<file path="config.mk">
export PLATFORM = sky130hd
export DESIGN_NAME = io_write_poster
export DESIGN_NICKNAME = d
export VERILOG_FILES = /design/src/rtl/io_pkg.sv /design/src/rtl/pw_fifo.sv /design/src/rtl/io_write_poster.sv
export SDC_FILE = /design/constraint.sdc
export NUM_CORES = 1
export LEC_CHECK = 0
export CORE_UTILIZATION = 30
export CTS_BUF_LIST = sky130_fd_sc_hd__clkbuf_4
export CTS_CLUSTER_SIZE = 14
export DETAILED_ROUTE_END_ITERATION = 10
export GPL_ROUTABILITY_DRIVEN = 0
export PLACE_DENSITY = 0.56
export SYNTH_ARGS = -nofsm -noshare
export SYNTH_HDL_FRONTEND = slang
export SYNTH_SLANG_ARGS = --single-unit
</file>
<file path="constraint.sdc">
create_clock -name CLK -period 3.2 [get_ports CLK]
set_input_delay 0.48 -clock CLK [delete_from_list [all_inputs] [get_ports CLK]]
set_output_delay 0.48 -clock CLK [all_outputs]
set_load 0.005 [all_outputs]
</file>
<file path="src/rtl/io_pkg.sv">
// -----------------------------------------------------------------------------
// io_pkg
// Shared types and constants for the I/O write poster and its FIFO.
//   PW_DEPTH_DEF : default number of posted-write entries
//   pw_entry_t   : one posted write {address, data, upper/lower strobes}
//   io_state_t   : state of the IOB-side sequencer
// -----------------------------------------------------------------------------
package io_pkg;

   localparam int PW_DEPTH_DEF = 2;

   // 41-bit posted-write entry; the write strobe is implicit (always a write).
   typedef struct packed {
      logic [23:1] a;
      logic [15:0] d;
      logic        nuds;
      logic        nlds;
   } pw_entry_t;

   typedef enum logic [1:0] {
      IDLE   = 2'd0,
      POSTED = 2'd1,
      DIRECT = 2'd2
   } io_state_t;

endpackage : io_pkg

</file>
<file path="src/rtl/pw_fifo.sv">
// -----------------------------------------------------------------------------
// pw_fifo
// Synchronous FIFO holding posted CPU writes until the IOB sequencer drains
// them. DEPTH must be a power of two (at least 2) so the pointers wrap
// naturally.
// Ports:
//   clk, rst_n : clock, asynchronous active-low reset
//   push_i     : enqueue entry_i (ignored while full)
//   entry_i    : entry to enqueue
//   pop_i      : dequeue the head entry (ignored while empty)
//   head_o     : oldest entry
//   count_o    : number of valid entries, 0..DEPTH
//   empty_o    : registered (count == 0)
//   full_o     : registered (count == DEPTH)
// -----------------------------------------------------------------------------
module pw_fifo
   import io_pkg::*;
#(
   parameter int DEPTH = PW_DEPTH_DEF
) (
   input  logic                         clk,
   input  logic                         rst_n,
   input  logic                         push_i,
   input  pw_entry_t                    entry_i,
   input  logic                         pop_i,
   output pw_entry_t                    head_o,
   output logic [$clog2(DEPTH+1)-1:0]   count_o,
   output logic                         empty_o,
   output logic                         full_o
);

   localparam int PW = $clog2(DEPTH);
   localparam int CW = $clog2(DEPTH + 1);
   localparam logic [CW-1:0] FULL_C = CW'(DEPTH);

   pw_entry_t     mem_q [DEPTH];
   logic [PW-1:0] wptr_q;
   logic [PW-1:0] rptr_q;
   logic [CW-1:0] count_q;
   logic [CW-1:0] count_d;
   logic          empty_q;
   logic          full_q;
   logic          do_push;
   logic          do_pop;

   assign do_push = push_i && !full_q;
   assign do_pop  = pop_i && !empty_q;

   // NOTE: every always_comb output gets a default first so no latch is inferred.
   always_comb begin
      count_d = count_q;
      case ({do_push, do_pop})
         2'b10:   count_d = count_q + CW'(1);
         2'b01:   count_d = count_q - CW'(1);
         default: count_d = count_q;   // idle, or push+pop: count unchanged
      endcase
   end

   // NOTE: sequential state uses non-blocking assignments only, so all
   // registers update together from pre-edge values.
   always_ff @(posedge clk or negedge rst_n) begin
      if (!rst_n) begin
         wptr_q  <= '0;
         rptr_q  <= '0;
         count_q <= '0;
         empty_q <= 1'b1;
         full_q  <= 1'b0;
      end else begin
         if (do_push) wptr_q <= wptr_q + PW'(1);
         if (do_pop)  rptr_q <= rptr_q + PW'(1);
         count_q <= count_d;
         empty_q <= (count_d == '0);
         full_q  <= (count_d == FULL_C);
      end
   end

   // NOTE: the storage array is deliberately not reset; validity is defined
   // entirely by the pointers and count, so stale contents are never observed.
   always_ff @(posedge clk) begin
      if (do_push) mem_q[wptr_q] <= entry_i;
   end

   assign head_o  = mem_q[rptr_q];
   assign count_o = count_q;
   assign empty_o = empty_q;
   assign full_o  = full_q;

endmodule : pw_fifo

</file>
<file path="src/rtl/io_write_poster.sv">
// -----------------------------------------------------------------------------
// io_write_poster
// Sits between the chip-select decoder and the slow I/O bus (IOB) sequencer.
// Post-write-eligible CPU writes are queued and acknowledged immediately; all
// other IOB-domain cycles wait until the queue drains, then go to the IOB
// directly, so writes are never reordered. The IOB sees one request at a time.
// Ports:
//   CLK, nRES        : clock, asynchronous active-low reset
//   A, D, nWE        : CPU address [23:1], write data, write strobe
//   nUDS, nLDS       : CPU data strobes
//   BACT             : CPU bus cycle active
//   IOCS, IOPWCS     : decoder selects (IOB domain, post-write eligible)
//   CPUACK           : terminates the CPU cycle
//   IOREQ, IOA, IOD  : IOB request, address, write data
//   IOnWE/IOnUDS/IOnLDS : IOB strobes
//   IOACK            : one-cycle IOB completion pulse
//   PWEmpty, PWFull  : queue status
// -----------------------------------------------------------------------------
module io_write_poster
   import io_pkg::*;
#(
   parameter int DEPTH = PW_DEPTH_DEF
) (
   input  logic        CLK,
   input  logic        nRES,
   input  logic [23:1] A,
   input  logic [15:0] D,
   input  logic        nWE,
   input  logic        nUDS,
   input  logic        nLDS,
   input  logic        BACT,
   input  logic        IOCS,
   input  logic        IOPWCS,
   output logic        CPUACK,
   output logic        IOREQ,
   output logic [23:1] IOA,
   output logic [15:0] IOD,
   output logic        IOnWE,
   output logic        IOnUDS,
   output logic        IOnLDS,
   input  logic        IOACK,
   output logic        PWEmpty,
   output logic        PWFull
);

   localparam int CW = $clog2(DEPTH + 1);

   // Queue interface
   pw_entry_t     pw_in;
   pw_entry_t     pw_head;
   logic [CW-1:0] pw_count;
   logic          pw_empty;
   logic          pw_full;
   logic          pw_push;
   logic          pw_pop;

   // CPU-side acceptance
   logic          posted_elig;
   logic          direct_elig;
   logic          dir_done;
   logic          accept;
   logic          handled_q, handled_d;
   logic          cpuack_q,  cpuack_d;
   logic          dirpend_q, dirpend_d;

   // IOB-side sequencer
   io_state_t     state_q;
   logic          ioreq_q;
   logic [23:1]   ioa_q;
   logic [15:0]   iod_q;
   logic          ionwe_q;
   logic          ionuds_q;
   logic          ionlds_q;

   assign pw_in.a    = A;
   assign pw_in.d    = D;
   assign pw_in.nuds = nUDS;
   assign pw_in.nlds = nLDS;

   pw_fifo #(
      .DEPTH (DEPTH)
   ) u_fifo (
      .clk     (CLK),
      .rst_n   (nRES),
      .push_i  (pw_push),
      .entry_i (pw_in),
      .pop_i   (pw_pop),
      .head_o  (pw_head),
      .count_o (pw_count),
      .empty_o (pw_empty),
      .full_o  (pw_full)
   );

   // ---------------------------------------------------------------------------
   // CPU-side acceptance. handled_q makes each bus cycle act at most once; it
   // and CPUACK both drop on the edge that samples BACT low.
   // ---------------------------------------------------------------------------
   always_comb begin
      posted_elig = BACT && IOCS && IOPWCS && !nWE && !handled_q;
      direct_elig = BACT && IOCS && !handled_q && !(IOPWCS && !nWE);
      pw_push     = posted_elig && !pw_full;
      pw_pop      = (state_q == POSTED) && IOACK;
      dir_done    = (state_q == DIRECT) && IOACK;
      // A direct completion after BACT has fallen is not acknowledged.
      accept      = pw_push || (dir_done && BACT);

      handled_d   = BACT && (handled_q || accept);
      cpuack_d    = BACT && (cpuack_q  || accept);

      dirpend_d   = dirpend_q;
      if (dir_done) begin
         dirpend_d = 1'b0;
      end else if (direct_elig) begin
         dirpend_d = 1'b1;
      end else if (!BACT && (state_q != DIRECT)) begin
         // Cycle abandoned before the IOB picked it up: drop the request
         // rather than issue it later with someone else's address.
         dirpend_d = 1'b0;
      end
   end

   always_ff @(posedge CLK or negedge nRES) begin
      if (!nRES) begin
         handled_q <= 1'b0;
         cpuack_q  <= 1'b0;
         dirpend_q <= 1'b0;
      end else begin
         handled_q <= handled_d;
         cpuack_q  <= cpuack_d;
         dirpend_q <= dirpend_d;
      end
   end

   // ---------------------------------------------------------------------------
   // IOB sequencer. Queued writes always go first; a direct cycle is only
   // started once the queue is empty. Every transaction returns through IDLE,
   // which guarantees one idle cycle between requests, and the IOB-side
   // address/data/strobes are loaded only on entry so they stay stable for
   // the whole request.
   // ---------------------------------------------------------------------------
   always_ff @(posedge CLK or negedge nRES) begin
      if (!nRES) begin
         state_q  <= IDLE;
         ioreq_q  <= 1'b0;
         ioa_q    <= '0;
         iod_q    <= '0;
         ionwe_q  <= 1'b1;
         ionuds_q <= 1'b1;
         ionlds_q <= 1'b1;
      end else begin
         case (state_q)
            IDLE: begin
               if (pw_count != '0) begin
                  state_q  <= POSTED;
                  ioreq_q  <= 1'b1;
                  ioa_q    <= pw_head.a;
                  iod_q    <= pw_head.d;
                  ionwe_q  <= 1'b0;
                  ionuds_q <= pw_head.nuds;
                  ionlds_q <= pw_head.nlds;
               end else if (dirpend_q && BACT) begin
                  state_q  <= DIRECT;
                  ioreq_q  <= 1'b1;
                  ioa_q    <= A;
                  iod_q    <= D;
                  ionwe_q  <= nWE;
                  ionuds_q <= nUDS;
                  ionlds_q <= nLDS;
               end
            end
            POSTED, DIRECT: begin
               if (IOACK) begin
                  state_q <= IDLE;
                  ioreq_q <= 1'b0;
               end
            end
            default: begin
               state_q <= IDLE;
               ioreq_q <= 1'b0;
            end
         endcase
      end
   end

   assign CPUACK  = cpuack_q;
   assign IOREQ   = ioreq_q;
   assign IOA     = ioa_q;
   assign IOD     = iod_q;
   assign IOnWE   = ionwe_q;
   assign IOnUDS  = ionuds_q;
   assign IOnLDS  = ionlds_q;
   assign PWEmpty = pw_empty;
   assign PWFull  = pw_full;

endmodule : io_write_poster

</file>
== Yosys cells after proc, flatten, opt, wreduce, memory -nomap -nowiden ==
Memories as Yosys holds them, arrays and structs flattened.
Cells that the tools add are included.
Storage, ports and cells
  flip-flop bits (word level): 54
  memories: 1
  bits in writable memories: 82
  logic and storage cells: 86
  input bits: 48
Operators by class
  equal/unequal tests: 8
  reductions and logical operators: 34
  multiplexer cells: 24
  $add $sub $neg: 4
Memory list
  u_fifo.mem_q: depth 2, width 41, read ports 1, clocked after memory_dff 0, write ports 1, line pw_fifo.sv:36  | pw_entry_t mem_q [DEPTH];
Operator list (number)
  23-bit 2-to-1 mux: 2
  16-bit 2-to-1 mux: 2
  1-bit logical AND: 17
  1-bit 2-to-1 mux: 14
  2-bit case mux with 2 select lines: 2
  2-bit == test (second input constant): 3
  1-bit zero test: 6
  2-bit 2-to-1 mux: 3
  2-bit by 1-bit == test with 1-bit output (second input constant): 2
  2-bit zero test: 2
  2-bit inequality test (second input constant): 2
  2-bit AND reduction: 2
  2-bit nonzero test: 2
  1-bit logical OR: 3
  3-bit inequality test (second input constant): 1
  3-bit nonzero test: 1
  1-bit adder (second input constant): 2
  2-bit by 1-bit adder with 2-bit output (second input constant): 1
  1-bit case mux with 2 select lines: 1
  2-bit OR reduction: 1
  2-bit by 1-bit subtractor with 2-bit output (second input constant): 1

== Logic depth before layout (Yosys ltp) ==
  depth after elaboration: 9
  gate-level depth with buffers: 8
  mapped depth without buffers: 8

== Cells and area by module ==
From an unflattened synthesis, not the netlist that was laid out.
Second synthesis, totals
  cell total of the unflattened synthesis: 321
  area total of the unflattened synthesis: 6033.3 um^2
By module, submodules not included
  pw_fifo: times used 1, cells an instance 153, area an instance 3435.8 um^2
  io_write_poster: times used 1, cells an instance 168, area an instance 2597.5 um^2

== Least setup slack after synthesis ==
OpenSTA, ideal clock, no wires.
  kind: input-to-reg
  start: input nWE
  end: memory u_fifo.mem_q[0][0] (netlist bit) (enable)
  setup slack: 12 ps
  library setup time: 439 ps
  arrival time: 2749 ps
  buffers on the path: 0
  stages on the path: 4
  required time: 2761 ps
  cell sequence: nand2b_1 -> nor3_1 -> inv_2 -> nor2_1
Between the ends
  cells in the longest elaborated chain, start to end: 7
RTL lines
  start, declared: line io_write_poster.sv:28  | input logic nWE,
  1-bit zero test: line io_write_poster.sv:99  | posted_elig = BACT && IOCS && IOPWCS && !nWE && !handled_q;
  1-bit logical AND (2 in series): line io_write_poster.sv:99
  1-bit logical AND: line io_write_poster.sv:101  | pw_push = posted_elig && !pw_full;
  1-bit logical AND: line pw_fifo.sv:46  | assign do_push = push_i && !full_q;
  1-bit 2-to-1 mux: line pw_fifo.sv:80  | if (do_push) mem_q[wptr_q] <= entry_i;
  1-bit 2-to-1 mux (not written as such): line pw_fifo.sv:80
  end, declared: line pw_fifo.sv:36
Every way passes these cells.

== Final worst setup path ==
  start: input BACT
  end: register u_fifo.full_q, in the netlist u_fifo.full_o
Between the ends
  cells in the longest elaborated chain, start to end: 9
  elaborated cells between the ends (all ways): 10
RTL lines
  start, declared: line io_write_poster.sv:31  | input logic BACT,
  1-bit logical AND (*) (4 in series): line io_write_poster.sv:99
  1-bit logical AND (*): line io_write_poster.sv:101
  1-bit logical AND (*): line pw_fifo.sv:46
  2-bit by 1-bit == test with 1-bit output / 2-bit == test (equally long branches): line pw_fifo.sv:52  | case ({do_push, do_pop})
  2-bit case mux with 2 select lines (*): line pw_fifo.sv:52
  2-bit == test (*): line pw_fifo.sv:73  | full_q <= (count_d == FULL_C);
  end signal, assigned: line pw_fifo.sv:73
  end, declared: line pw_fifo.sv:42  | logic full_q;
Every way passes the cells marked *; elsewhere a longest branch is shown, timed or not.
A chain may end at the register's enable or synchronous reset.

==> reports/summary.txt <==
================================================================================
Result of the run ................................................. finished, final reports clean
Largest stage delay on the critical path ..........................      0.54 ns
Final WS setup ....................................................     0.989 ns
Count of buffers inserted at the top-level ports ..................           93
Nets ..............................................................          482
# Max-Cap Violations ..............................................            0
Core outline area .................................................  17200 sq um
Net count after synthesis .........................................          381
Clock group share of total power ..................................        21.5%
Antenna cell count ................................................            0
Number of levels in the clock H-tree ..............................            4
Clk_skew ..........................................................    0.0146 ns
DRC violations left ...............................................            0
Sequential element share of the synthesized area ..................        72.6%
Slew Limit Fails ..................................................            0
Fraction of met1 tracks used by global routing ....................        16.3%
Final HPWL DP .....................................................      6.49 mm
Setup violators final .............................................            0
Standard-cell row count ...........................................           48
Flop pwr share ....................................................        42.5%
Power after layout ................................................      5.82 mW
Area of the mapped netlist ........................................   5260 sq um
Number of warning messages in the yosys log .......................            0
Number of global-route vias before repair .........................         3300
Setup CP Type .....................................................       in2reg
Avg WL per Cell ...................................................      15.8 um
Time the worst path needs with I/O delays and setup ...............      2.21 ns
Latest clock arrival within the worst-skew pair ...................      0.53 ns
Final Hold Violating Endpoints ....................................            0
Most frequent cells in the layout ................................. 92 x clkdlybuf4s50_1, 82 x edfxtp_1, 49 x dfrtp_1, 45 x nor2_1
Pin count of the biggest net entering global routing ..............           43
Buffer type at the clock tree root ................................     clkbuf_4
Post-route fraction of the period consumed by the critical path ...        69.1%
Total global routing track utilization ............................        12.7%
Type of the most critical hold path ...............................     in2async
Cts repair resizes ................................................            0
Die Span X ........................................................       134 um
Number of buffers added to fix hold violations after cts ..........            0
Sinks on the clock net ............................................          136
Worst slew pin tran ...............................................      1.08 ns
Number of filler cells placed in the layout .......................         1586
Unrepaired setup endpoints after global routing ...................           no
Number of flops mapped to enable cells by yosys ...................           82
Pre-CTS WS ........................................................     0.428 ns
Leading cell type in the layout, fill and taps excluded ........... clkdlybuf4s50_1
Relative slew slack ...............................................        27.8%
Antenna violation net count after detailed routing ................            0
Number of cells produced by synthesis .............................          329
PwrDens ...........................................................  858 nW/um^2
Post-synthesis async set-or-reset flop share ......................        39.7%
Wirelength, routed ................................................      10.6 mm
Initial standard-cell utilization of the core .....................        30.5%
Cell with the largest stage delay on the worst path ............... clkdlybuf4s50_1
Reported leakage power ............................................      2.57 nW
Antenna violations before repair ..................................            0
Design internal power .............................................      4.08 mW
Worst EP required .................................................      3.61 ns
Number of clock buffers inserted by TritonCTS .....................           17
Post-DP Area ......................................................   6460 sq um
Met2 demand-to-capacity share in global routing ...................        19.7%
Critical path startpoint category .................................   input port
Setup TNS .........................................................         0 ns
Sw power ..........................................................      1.73 mW
Critical path data arrival time ...................................      2.62 ns
Routing usage on met3 .............................................        4.27%
Number of placed I/O pins .........................................           94
Number of buffers on the longest clock path .......................            2
Maximum fanout count along the critical path ......................            6
Switching part of the total .......................................        29.8%
Reg2Reg Depth .....................................................            7
Utilization after layout ..........................................        39.3%
Via total after detailed routing ..................................         3137
Most crowded layer after global routing ...........................         met2
Achievable Freq ...................................................      452 MHz
Post-synthesis sequential element count ...........................          136
Iteration count of the initial detailed-routing pass ..............            4
Number of library cell types mapped by synthesis ..................           34
Total global routing overflow .....................................            0
Wire length of the first global-routing pass ......................      17.3 mm
Vias per std cell .................................................         4.70
Comb pwr share ....................................................        36.0%
Finished layout cell area .........................................   6780 sq um
Worst Setup End Kind ..............................................         flop
Clk slew on worst S/H paths .......................................      0.11 ns
Peak supply drop ..................................................   0.000369 V
Cell chain of the critical path ................................... clkdlybuf4s50_1 -> nand3b_1 -> nor3_1 -> inv_2 -> ha_1 -> and3b_1 -> a21oi_1 -> o21ai_0
Number of DRC markers in iteration 0 ..............................          193
Clock tree from TritonCTS .........................................          yes
Dominant register cell in the synthesized netlist .................     edfxtp_1
Die span in y .....................................................       134 um
Post-Synthesis Mean Instance Area .................................   16.0 sq um
Worst setup slack for register-to-register paths ..................      1.03 ns
Area grow syn2layout ..............................................        28.9%
Die Footprint .....................................................  18100 sq um
Postcts setup bufs ................................................            0
Fraction of final layout cells with drive strength greater than 1 .        11.5%
================================================================================
-- metrics by stage --
| stage | hold WS, ns | instances |
|---|---|---|
| 2_1_floorplan | 0.184 | 329 |
| 3_3_place_gp | 0.484 | 636 |
| 3_5_place_dp | 0.482 | 636 |
| 4_1_cts | 0.0954 | 668 |
| 5_1_grt | 0.133 | 668 |
| 6_report | 0.102 | 668 |
-- registers in the layout, indices dropped and copies added (netlist names), 2 cells and up --
signal          cells
state_q             2
u_fifo.count_o      2
u_fifo.mem_q       82
IOA                23
IOD                16
-- kinds of logic (layout without fill, tap and decap cells) --
| group | Yosys count | count (layout) | synth area share [%] |
|---|---|---|---|
| AOI/OAI and AO/OA | 57 | 57 | 9.90 |
| xor gates and xnor gates | 5 | 5 | 0.833 |
| adders and majority gates | 4 | 4 | 0.952 |
| buffers and inverters | 23 | 137 | 2.43 |
| DFF | 136 | 136 | 72.6 |
| muxes | 41 | 41 | 7.80 |
| and+or+nand+nor | 63 | 63 | 5.47 |
-- synth_stat cells (2+ instances only) --
| cell | n | area share [%] |
|---|---|---|
| a21oi_1 | 6 | 0.57 |
| a221o_1 | 41 | 7.8 |
| and2_1 | 3 | 0.36 |
| buf_2 | 9 | 0.86 |
| buf_6 | 4 | 0.86 |
| clkbuf_1 | 5 | 0.36 |
| dfrtp_1 | 50 | 24 |
| dfstp_2 | 4 | 2.0 |
| edfxtp_1 | 82 | 47 |
| ha_1 | 4 | 0.95 |
| inv_1 | 4 | 0.29 |
| mux2i_1 | 41 | 7.8 |
| nand2_1 | 3 | 0.21 |
| nand2b_1 | 3 | 0.36 |
| nor2_1 | 46 | 3.3 |
| o21ai_0 | 2 | 0.19 |
| o31a_1 | 2 | 0.33 |
| xnor2_1 | 4 | 0.67 |
-- power groups by stage --
stage	sequential, mW	combinational, mW	clock (mW)
after detailed placement	2.51	2.13	0
after CTS	2.48	2.15	1.30
final	2.47	2.09	1.25
after floorplan	2.47	1.21	0
after global routing	2.53	2.31	1.37
after global placement	2.50	2.09	0
-- layout make-up --
class / instances / area [sq um] / share of cell area, %
flip-flops and latches: 136 / 3820 / 56.4
multi-input cells: 170 / 1340 / 19.7
repair buffers: 100 / 1000 / 14.8
well taps: 225 / 282 / 4.15
clock buffers: 22 / 165 / 2.44
clock inverters: 10 / 151 / 2.23
inverters: 5 / 18.8 / 0.277
-- layer usage --
layer	up-vias	wire, um	share of wire (%)
li1	1475	-	-
met1	1558	5010	47
met2	92	4870	46
met3	12	549	5.2
met4	0	144	1.4
met5	-	0	0
-- critical path, delay by kind of cell --
family	cells	cell delay, ns
and+or+nand+nor	3	0.78
buffers and inverters	2	0.67
adders and majority gates	1	0.40
AOI/OAI and AO/OA	2	0.29
-- worst paths after layout --
| kind | endpoint | startpoint |
|---|---|---|
| worst max-delay path | u_fifo.full_o | BACT |
| worst min-delay path | IOD[10] | nRES |
| worst max register to register | u_fifo.full_o | handled_q |
| worst min register to register | IOREQ | IOREQ |
| max in group asynchronous | dirpend_q | nRES |
| min in group CLK | IOREQ | IOREQ |
(Power assumes the default switching activity.)
